$ cat src/rtl/bnn_core_feeder.sv
// Row-streaming sequencer feeding a bnn_core: reads the binarized feature map once per
// output channel, presents channel-interleaved rows with the matching kernel and calc enables.
module bnn_core_feeder #(
    parameter int IN_CHANNEL    = 3,
    parameter int OUT_CHANNEL   = 3,
    parameter int WEGT_WIDTH    = 3,
    parameter int IN_DATA_WIDTH = 28,
    parameter int CORE_DELAY    = 5,
    parameter int WEGT_SIZE     = WEGT_WIDTH * WEGT_WIDTH * IN_CHANNEL,
    parameter int ADDR_WIDTH    = $clog2(IN_DATA_WIDTH * IN_CHANNEL)
) (
    input  logic                             clk,
    input  logic                             reset_n,
    input  logic                             i_start,
    input  logic [OUT_CHANNEL*WEGT_SIZE-1:0] i_weights,
    output logic                             o_rd_en,
    output logic [ADDR_WIDTH-1:0]            o_rd_addr,
    input  logic [IN_DATA_WIDTH-1:0]         i_rd_data,
    output logic [IN_DATA_WIDTH-1:0]         o_data,
    output logic                             o_valid,
    output logic [WEGT_SIZE-1:0]             o_weight,
    output logic [CORE_DELAY-1:0]            o_calc_valid,
    output logic [1:0]                       o_oc_idx,
    output logic                             o_busy,
    output logic                             o_done
);

    // state | meaning
    // IDLE  | waiting for i_start
    // READ  | one row-memory read per cycle, ch fastest
    // GAP   | one idle cycle between passes so the core's channel counter resets
    // DRAIN | last pass read; waiting for valid and calc pipeline to empty
    // DONE  | one-cycle completion pulse
    typedef enum logic [2:0] {IDLE, READ, GAP, DRAIN, DONE} state_t;

    localparam int RW = $clog2(IN_DATA_WIDTH);
    localparam logic [1:0]    CH_LAST  = 2'(IN_CHANNEL - 1);
    localparam logic [RW-1:0] ROW_LAST = RW'(IN_DATA_WIDTH - 1);
    localparam logic [RW-1:0] ROW_MIN  = RW'(WEGT_WIDTH - 1);
    localparam logic [1:0]    OC_LAST  = 2'(OUT_CHANNEL - 1);

    state_t state, state_nxt;

    logic [1:0]    ch;
    logic [RW-1:0] row;
    logic [1:0]    oc;
    logic [1:0]    v_ch;
    logic [RW-1:0] v_row;
    logic          calc0;
    logic [CORE_DELAY-1:1] calc_q;
    logic          last_read;
    logic          pipe_empty;

    logic [WEGT_SIZE-1:0] kern [OUT_CHANNEL];

    // Output channel 0 lives in the MSB slice of i_weights.
    for (genvar i = 0; i < OUT_CHANNEL; i++) begin : g_kern
        assign kern[i] = i_weights[(OUT_CHANNEL-1-i)*WEGT_SIZE +: WEGT_SIZE];
    end

    assign last_read  = (ch == CH_LAST) && (row == ROW_LAST);
    // calc_q's top bit shifts out on this edge, so only the lower stages must be clear.
    assign pipe_empty = !o_valid && (calc_q[CORE_DELAY-2:1] == '0);

    always_ff @(posedge clk or negedge reset_n) begin
        if (!reset_n) state <= IDLE;
        else          state <= state_nxt;
    end

    always_comb begin
        state_nxt = state;
        case (state)
            IDLE:  if (i_start) state_nxt = READ;
            READ:  if (last_read) state_nxt = (oc == OC_LAST) ? DRAIN : GAP;
            GAP:   state_nxt = READ;
            DRAIN: if (pipe_empty) state_nxt = DONE;
            DONE:  state_nxt = IDLE;
            default: state_nxt = IDLE;
        endcase
    end

    always_comb begin
        o_rd_en = 1'b0;
        o_busy  = 1'b0;
        o_done  = 1'b0;
        case (state)
            READ:  begin o_rd_en = 1'b1; o_busy = 1'b1; end
            GAP:   o_busy = 1'b1;
            DRAIN: o_busy = 1'b1;
            DONE:  begin o_busy = 1'b1; o_done = 1'b1; end
            default: ;
        endcase
    end

    always_ff @(posedge clk or negedge reset_n) begin
        if (!reset_n) begin
            ch  <= '0;
            row <= '0;
            oc  <= '0;
        end else begin
            if (state == READ) begin
                if (ch == CH_LAST) begin
                    ch  <= '0;
                    row <= (row == ROW_LAST) ? '0 : row + 1'b1;
                end else begin
                    ch <= ch + 1'b1;
                end
            end
            if (state == GAP)  oc <= oc + 1'b1;
            if (state == DONE) oc <= '0;
        end
    end

    // New kernel lands together with the first valid row of its pass.
    always_ff @(posedge clk or negedge reset_n) begin
        if (!reset_n) begin
            o_weight <= '0;
        end else if (state == READ && row == '0 && ch == '0) begin
            o_weight <= kern[oc];
        end
    end

    always_ff @(posedge clk or negedge reset_n) begin
        if (!reset_n) begin
            o_valid <= 1'b0;
            v_ch    <= '0;
            v_row   <= '0;
            calc_q  <= '0;
        end else begin
            o_valid <= o_rd_en;
            v_ch    <= ch;
            v_row   <= row;
            calc_q  <= {calc_q[CORE_DELAY-2:1], calc0};
        end
    end

    assign calc0        = o_valid && (v_ch == CH_LAST) && (v_row >= ROW_MIN);
    assign o_calc_valid = {calc_q, calc0};
    assign o_data       = i_rd_data;
    assign o_oc_idx     = oc;
    assign o_rd_addr    = ADDR_WIDTH'(row) * ADDR_WIDTH'(IN_CHANNEL) + ADDR_WIDTH'(ch);

endmodule

$ cat config.mk
export PLATFORM = sky130hd
export DESIGN_NAME = bnn_core_feeder
export DESIGN_NICKNAME = d
export VERILOG_FILES = /design/src/rtl/bnn_core_feeder.sv
export SDC_FILE = /design/constraint.sdc
export NUM_CORES = 1
export LEC_CHECK = 0
export ABC_AREA = 1
export CAP_MARGIN = 0
export CORE_MARGIN = 2
export CORE_UTILIZATION = 41
export CTS_BUF_LIST = sky130_fd_sc_hd__clkbuf_16
export DETAILED_ROUTE_END_ITERATION = 10
export MAX_ROUTING_LAYER = met4
export PLACE_DENSITY = 0.87
export SLEW_MARGIN = 30
export SYNTH_ARGS = -nofsm -noshare
export SYNTH_HDL_FRONTEND = slang
export SYNTH_SLANG_ARGS = --single-unit
export TNS_END_PERCENT = 30
$ cat constraint.sdc
create_clock -name clk -period 4.83 [get_ports clk]
set_input_delay 0.966 -clock clk [delete_from_list [all_inputs] [get_ports clk]]
set_output_delay 0.966 -clock clk [all_outputs]
set_load 0.005 [all_outputs]
==> impl_metrics.yaml, run 1 <==
global_route:
  overflow: 0
  grt_pass1_wl_um: 14200
  grt_max_degree: 56
  antenna_found_initial: 0
  grt_usage_pct: 21.7
  grt_pass1_vias: 2969
clocking:
  clk_pin_slew_ns: 0.06
  cts_tree: "done"
  clk_latency_ns: 0.28
  cts_buffers: 5
  cts_setup_buffers: 0
  cts_sinks: 50
  ctsLongestPathBuffers: 2
  cts_resized: 0
  cts-hold-fix-buffers: 0
  cts_max_level: 2
  cts_root_buf: "clkbuf_16"
drt:
  routed-wl-met2_um: 4020
  antenna_left: 0
  post_drt_via_cell_ratio: 5.05
  routed.top_layer: "met4"
  met1_length_um: 3460
  vias: 2957
  dr_wl_met3_um: 671
  first_pass_iters: 4
  wl_per_cell_um: 14.4
  drt_iter0_markers: 155
  wirelength_um: 8440
  drc: 0
yosys:
  yosysTopAreaCellShare_pct: 41.1
  synth_cells: 397
  syn_nets: 526
  yosysSeqAreaShare_pct: 41.1
  syn_avg_cell_area_um2: 7.66
  yosys.area.top_type: "dfrtp_1"
  syn_area_um2: 3040
  ys_types: 28
  yosys-top-cells-area: "dfrtp_1 (41%), nand2_1 (14%), o21ai_0 (9.7%)"
  synth-seq-cells: 50
  ys_warn_count: 0
sta:
  period_needed_ns: 3.79
  slew_headroom_pct: 37.4
  max_freq_mhz: 264
  period_share_pct: 78.5
  setup_tns_ns: 0
  rsz0062_at_grt: "no"
  fin_ws_ns: 1.04
  tightest_slew_ns: 0.939
  whs_ns: 0.402
  setup_viol: 0
  drv_slew: 0
  fin_skew_ns: 0.00506
  hold_violations: 0
place:
  placed_area_um2: 4140
  dp_slack_ns: 1.34
  place_congestion: 0.813
  port_buffers: 128
  dpl.hpwl_um: 6270
  dp_cells: 579
power_and_ir_drop:
  p_leak_nw: 1.99
  p_total_mw: 2.37
  ir_worst_vdd_uv: 388
  p_per_area_nw_per_um2: 551
cells_and_area:
  finalNonFillerCells: 586
  fin_util_pct: 59.6
  drive_gt1_share_pct: 2.87
  final_nets: 616
  n_fill_cell: 620
  layout_commonest_cell: "clkdlybuf4s50_1"
  final_cell_mix: "clkdlybuf4s50_1 (127), nand2_1 (113), o21ai_0 (59)"
  design_area_um2: 4300
  n_antenna_cell: 0
  area_delta_synth_final_pct: 41.4
critical_path:
  crit_path_end_kind: "output port"
  criticalPathCategory: "flop to output port"
  critical_path_arrival_ns: 2.83
  r2r_setup_slack_ns: 2.72
  required_ns: 3.86
  cp_max_fo: 7
  cp-start-kind: "flop"
floorplan:
  fp.dieH_um: 90.2
  num_rows: 31
  core_area_um2: 7210
  fp.dieW_um: 90.2
  dieArea_um2: 8130
  start_util_pct: 42.2
  ioPinCount: 185
run_status:
  status: "completed"
worst_hold_path:
  hp-class: "flop to flop"
run:
  drv_cap: 0
-- sequential cells by signal, indices dropped and copies added, names as in the netlist --
name	cells
ch	2
o_valid	1
v_ch	2
o_weight	27
v_row	4
row	5
state	3
calc_q	4
o_oc_idx	2
-- layout make-up --
cell class              count  area [um^2]  share of cell area, %
inverters                  17         71.3                   1.66
well taps                  99          124                   2.88
clock inverters             2         33.8                  0.785
multi-input cells         284         1410                   32.8
repair buffers            129         1290                   29.9
flip-flops and latches     50         1250                   29.1
clock buffers               5          125                   2.91
-- metal layers --
layer	vias to the layer above	global-route usage, %
li1	1435	-
met1	1362	23.9
met2	135	36.3
met3	25	6.45
met4	0	9.62
met5	-	-
-- final timing paths --
kind,cells past startpoint,startpoint,endpoint
worst max-delay path,8,row[0],o_rd_addr[5]
worst min-delay path,0,calc_q[2],calc_q[3]
worst max register to register,6,o_oc_idx[0],state[0]
worst min register to register,0,calc_q[2],calc_q[3]
max in group asynchronous,1,reset_n,o_weight[7]
min in group asynchronous,1,reset_n,o_weight[11]
-- cell usage after synthesis (all sizes together) --
cell type,count
nor4,1
and2,1
buf,40
dfrtp,50
a21oi,2
xnor2,1
nand2,115
o21ai,64
nor2,38
a21o,1
ha,15
xor2,2
clkbuf,6
nand3,39
nand3b,1
fa,2
nor3,1
nand4,1
inv,17
-- power breakdown --
group	switching [mW]	internal, mW	leakage (nW)
sequential	0.148	0.591	0.636
clock	0.135	0.239	0.0773
combinational	0.638	0.619	1.27
-- critical path: stages, from the launching register on --
cell and delay, ns:
dfrtp_1 0.47, fa_1 0.49, ha_1 0.24, fa_1 0.40, nand2_1 0.09, nand2_1 0.05
a21oi_1 0.16, xnor2_1 0.15, clkdlybuf4s50_1 0.52
-- cell families (layout without fill, tap and decap cells) --
family / Yosys count / after routing / synth area share (%)
AO/OA/AOI/OAI: 67 / 67 / 11.1
flip-flops: 50 / 50 / 41.1
XOR/XNOR: 3 / 3 / 0.864
AND/OR/NAND/NOR: 197 / 197 / 26.9
adder cells (fa/ha/maj): 17 / 17 / 7.48
buffers and inverters: 63 / 153 / 12.5
No activity file was read; power rests on OpenSTA's default activity.
==> run 2: changes to the inputs <==
--- a/config.mk
+++ b/config.mk
@@ -8,11 +8,11 @@
 export ABC_AREA = 1
 export CAP_MARGIN = 0
 export CORE_MARGIN = 2
-export CORE_UTILIZATION = 41
+export CORE_UTILIZATION = 34
 export CTS_BUF_LIST = sky130_fd_sc_hd__clkbuf_16
 export DETAILED_ROUTE_END_ITERATION = 10
 export MAX_ROUTING_LAYER = met4
-export PLACE_DENSITY = 0.87
+export PLACE_DENSITY = 0.77
 export SLEW_MARGIN = 30
 export SYNTH_ARGS = -nofsm -noshare
 export SYNTH_HDL_FRONTEND = slang
==> constraint.sdc (replaced) <==
create_clock -name clk -period 3.13 [get_ports clk]
set_input_delay 0.626 -clock clk [delete_from_list [all_inputs] [get_ports clk]]
set_output_delay 0.626 -clock clk [all_outputs]
set_load 0.005 [all_outputs]
==> run 2 against run 1 <==
- global-route usage down 3.4 points
- core utilization down 9.8 points
- clock skew grew 0.0026 ns
- die area rose by 20%
- routed wire length grew 0.32%
- largest power group unchanged
- critical path type unchanged
==> impl_metrics.yaml, run 2 (synthesis results as in run 1) <==
global_route:
  overflow: 0
  grt_pass1_wl_um: 14200
  grt_max_degree: 56
  grt_pass1_vias: 2960
  antenna_found_initial: 0
  grt_usage_pct: 18.3
cells_and_area:
  final_cell_mix: "clkdlybuf4s50_1 (125), nand2_1 (113), o21ai_0 (59)"
  area_delta_synth_final_pct: 42.9
  layout_commonest_cell: "clkdlybuf4s50_1"
  design_area_um2: 4350
  n_antenna_cell: 0
  regMostFlops: "o_weight"
  largest_registers: "o_weight: 27 flops, row: 5 flops"
  final_nets: 620
  fin_util_pct: 49.9
  finalNonFillerCells: 600
  largest_register_ffs: 27
  drive_gt1_share_pct: 4.88
clocking:
  cts_buffers: 5
  clk_latency_ns: 0.29
  cts_root_buf: "clkbuf_16"
  cts_tree: "done"
  cts_max_level: 2
  ctsLongestPathBuffers: 2
  clk_pin_slew_ns: 0.07
  cts-hold-fix-buffers: 0
  cts_sinks: 50
sta:
  max_freq_mhz: 326
  slew_headroom_pct: 55.3
  whs_ns: 0.354
  setup_tns_ns: 0
  fin_ws_ns: 0.0641
  fin_skew_ns: 0.00766
  tightest_slew_ns: 0.669
  drv_slew: 0
  hold_violations: 0
  period_share_pct: 98.0
  period_needed_ns: 3.07
  rsz0062_at_grt: "no"
  setup_viol: 0
critical_path:
  r2r_end: "o_weight[15]"
  cp-start-kind: "flop"
  r2r_setup_slack_ns: 1.36
  criticalPathCategory: "flop to output port"
  crit_path_end_kind: "output port"
  r2r_start: "row[0]"
  required_ns: 2.50
  reg2reg_depth: 9
  cp_max_fo: 2
  critical_path_arrival_ns: 2.44
place:
  dp_cells: 591
  port_buffers: 128
  dp_slack_ns: 0.00950
  dpl.hpwl_um: 6220
  placed_area_um2: 4180
  place_congestion: 0.824
power_and_ir_drop:
  p_per_area_nw_per_um2: 839
  p_total_mw: 3.65
  p_leak_nw: 2.01
  ir_worst_vdd_uv: 708
worst_hold_path:
  hp-class: "input pin to async pin"
drt:
  vias: 2943
  drt_iter0_markers: 110
  wl_per_cell_um: 14.1
  antenna_left: 0
  wirelength_um: 8460
  post_drt_via_cell_ratio: 4.91
  drc: 0
  first_pass_iters: 4
floorplan:
  core_area_um2: 8720
  ioPinCount: 185
  start_util_pct: 34.9
  fp.dieH_um: 98.6
  num_rows: 34
  fp.dieW_um: 98.6
  dieArea_um2: 9720
run:
  drv_cap: 0
run_status:
  status: "completed"
==> run 2: report_power, final <==
| group | switching, mW | internal, mW |
|---|---|---|
| Sequential | 0.167 | 0.913 |
| Clock | 0.233 | 0.292 |
| Combinational | 1.05 | 0.992 |
==> run 2: worst max path at each step <==
stage	start	endpoint	cells after the start
final	ch[1]	o_rd_addr[2]	4
after global routing	ch[1]	o_rd_addr[5]	8
after CTS	ch[1]	o_rd_addr[2]	4
after detailed placement	ch[1]	o_rd_addr[5]	8
after global placement	ch[1]	o_rd_addr[5]	8
after floorplan	row[0]	o_rd_addr[5]	7
==> run 2: critical path, cell delays in order (launching register included) <==
cell and delay [ns]:
dfrtp_1 0.41, fa_1 0.48, ha_1 0.24, fa_2 0.53, clkdlybuf4s50_1 0.49
==> run 2: what timing repair did <==
| action | 4_1_cts | 5_1_grt |
|---|---|---|
| gates resized for setup | 3 | 4 |
| endpoints found under the setup margin | 2 | 2 |
| endpoints found under the hold margin | 0 | 0 |
| buffers inserted | 1 | 0 |
==> run 2: final cells by class <==
class | count | area (um^2)
fill | 833 | 4370
multi-input combinational | 284 | 1430
timing repair buffer | 133 | 1320
sequential | 50 | 1250
tap | 108 | 135
clock buffer | 5 | 125
inverter | 17 | 71.3
clock inverter | 3 | 16.3
==> run 2: layer usage <==
layer  track usage [%]  vias to the layer above  wire [um]
met1              22.1                     1370       3590
met4              5.27                        0        143
met5                 -                        -          0
li1                  -                     1443          -
met2              31.2                      117       4130
met3              3.48                       13        594
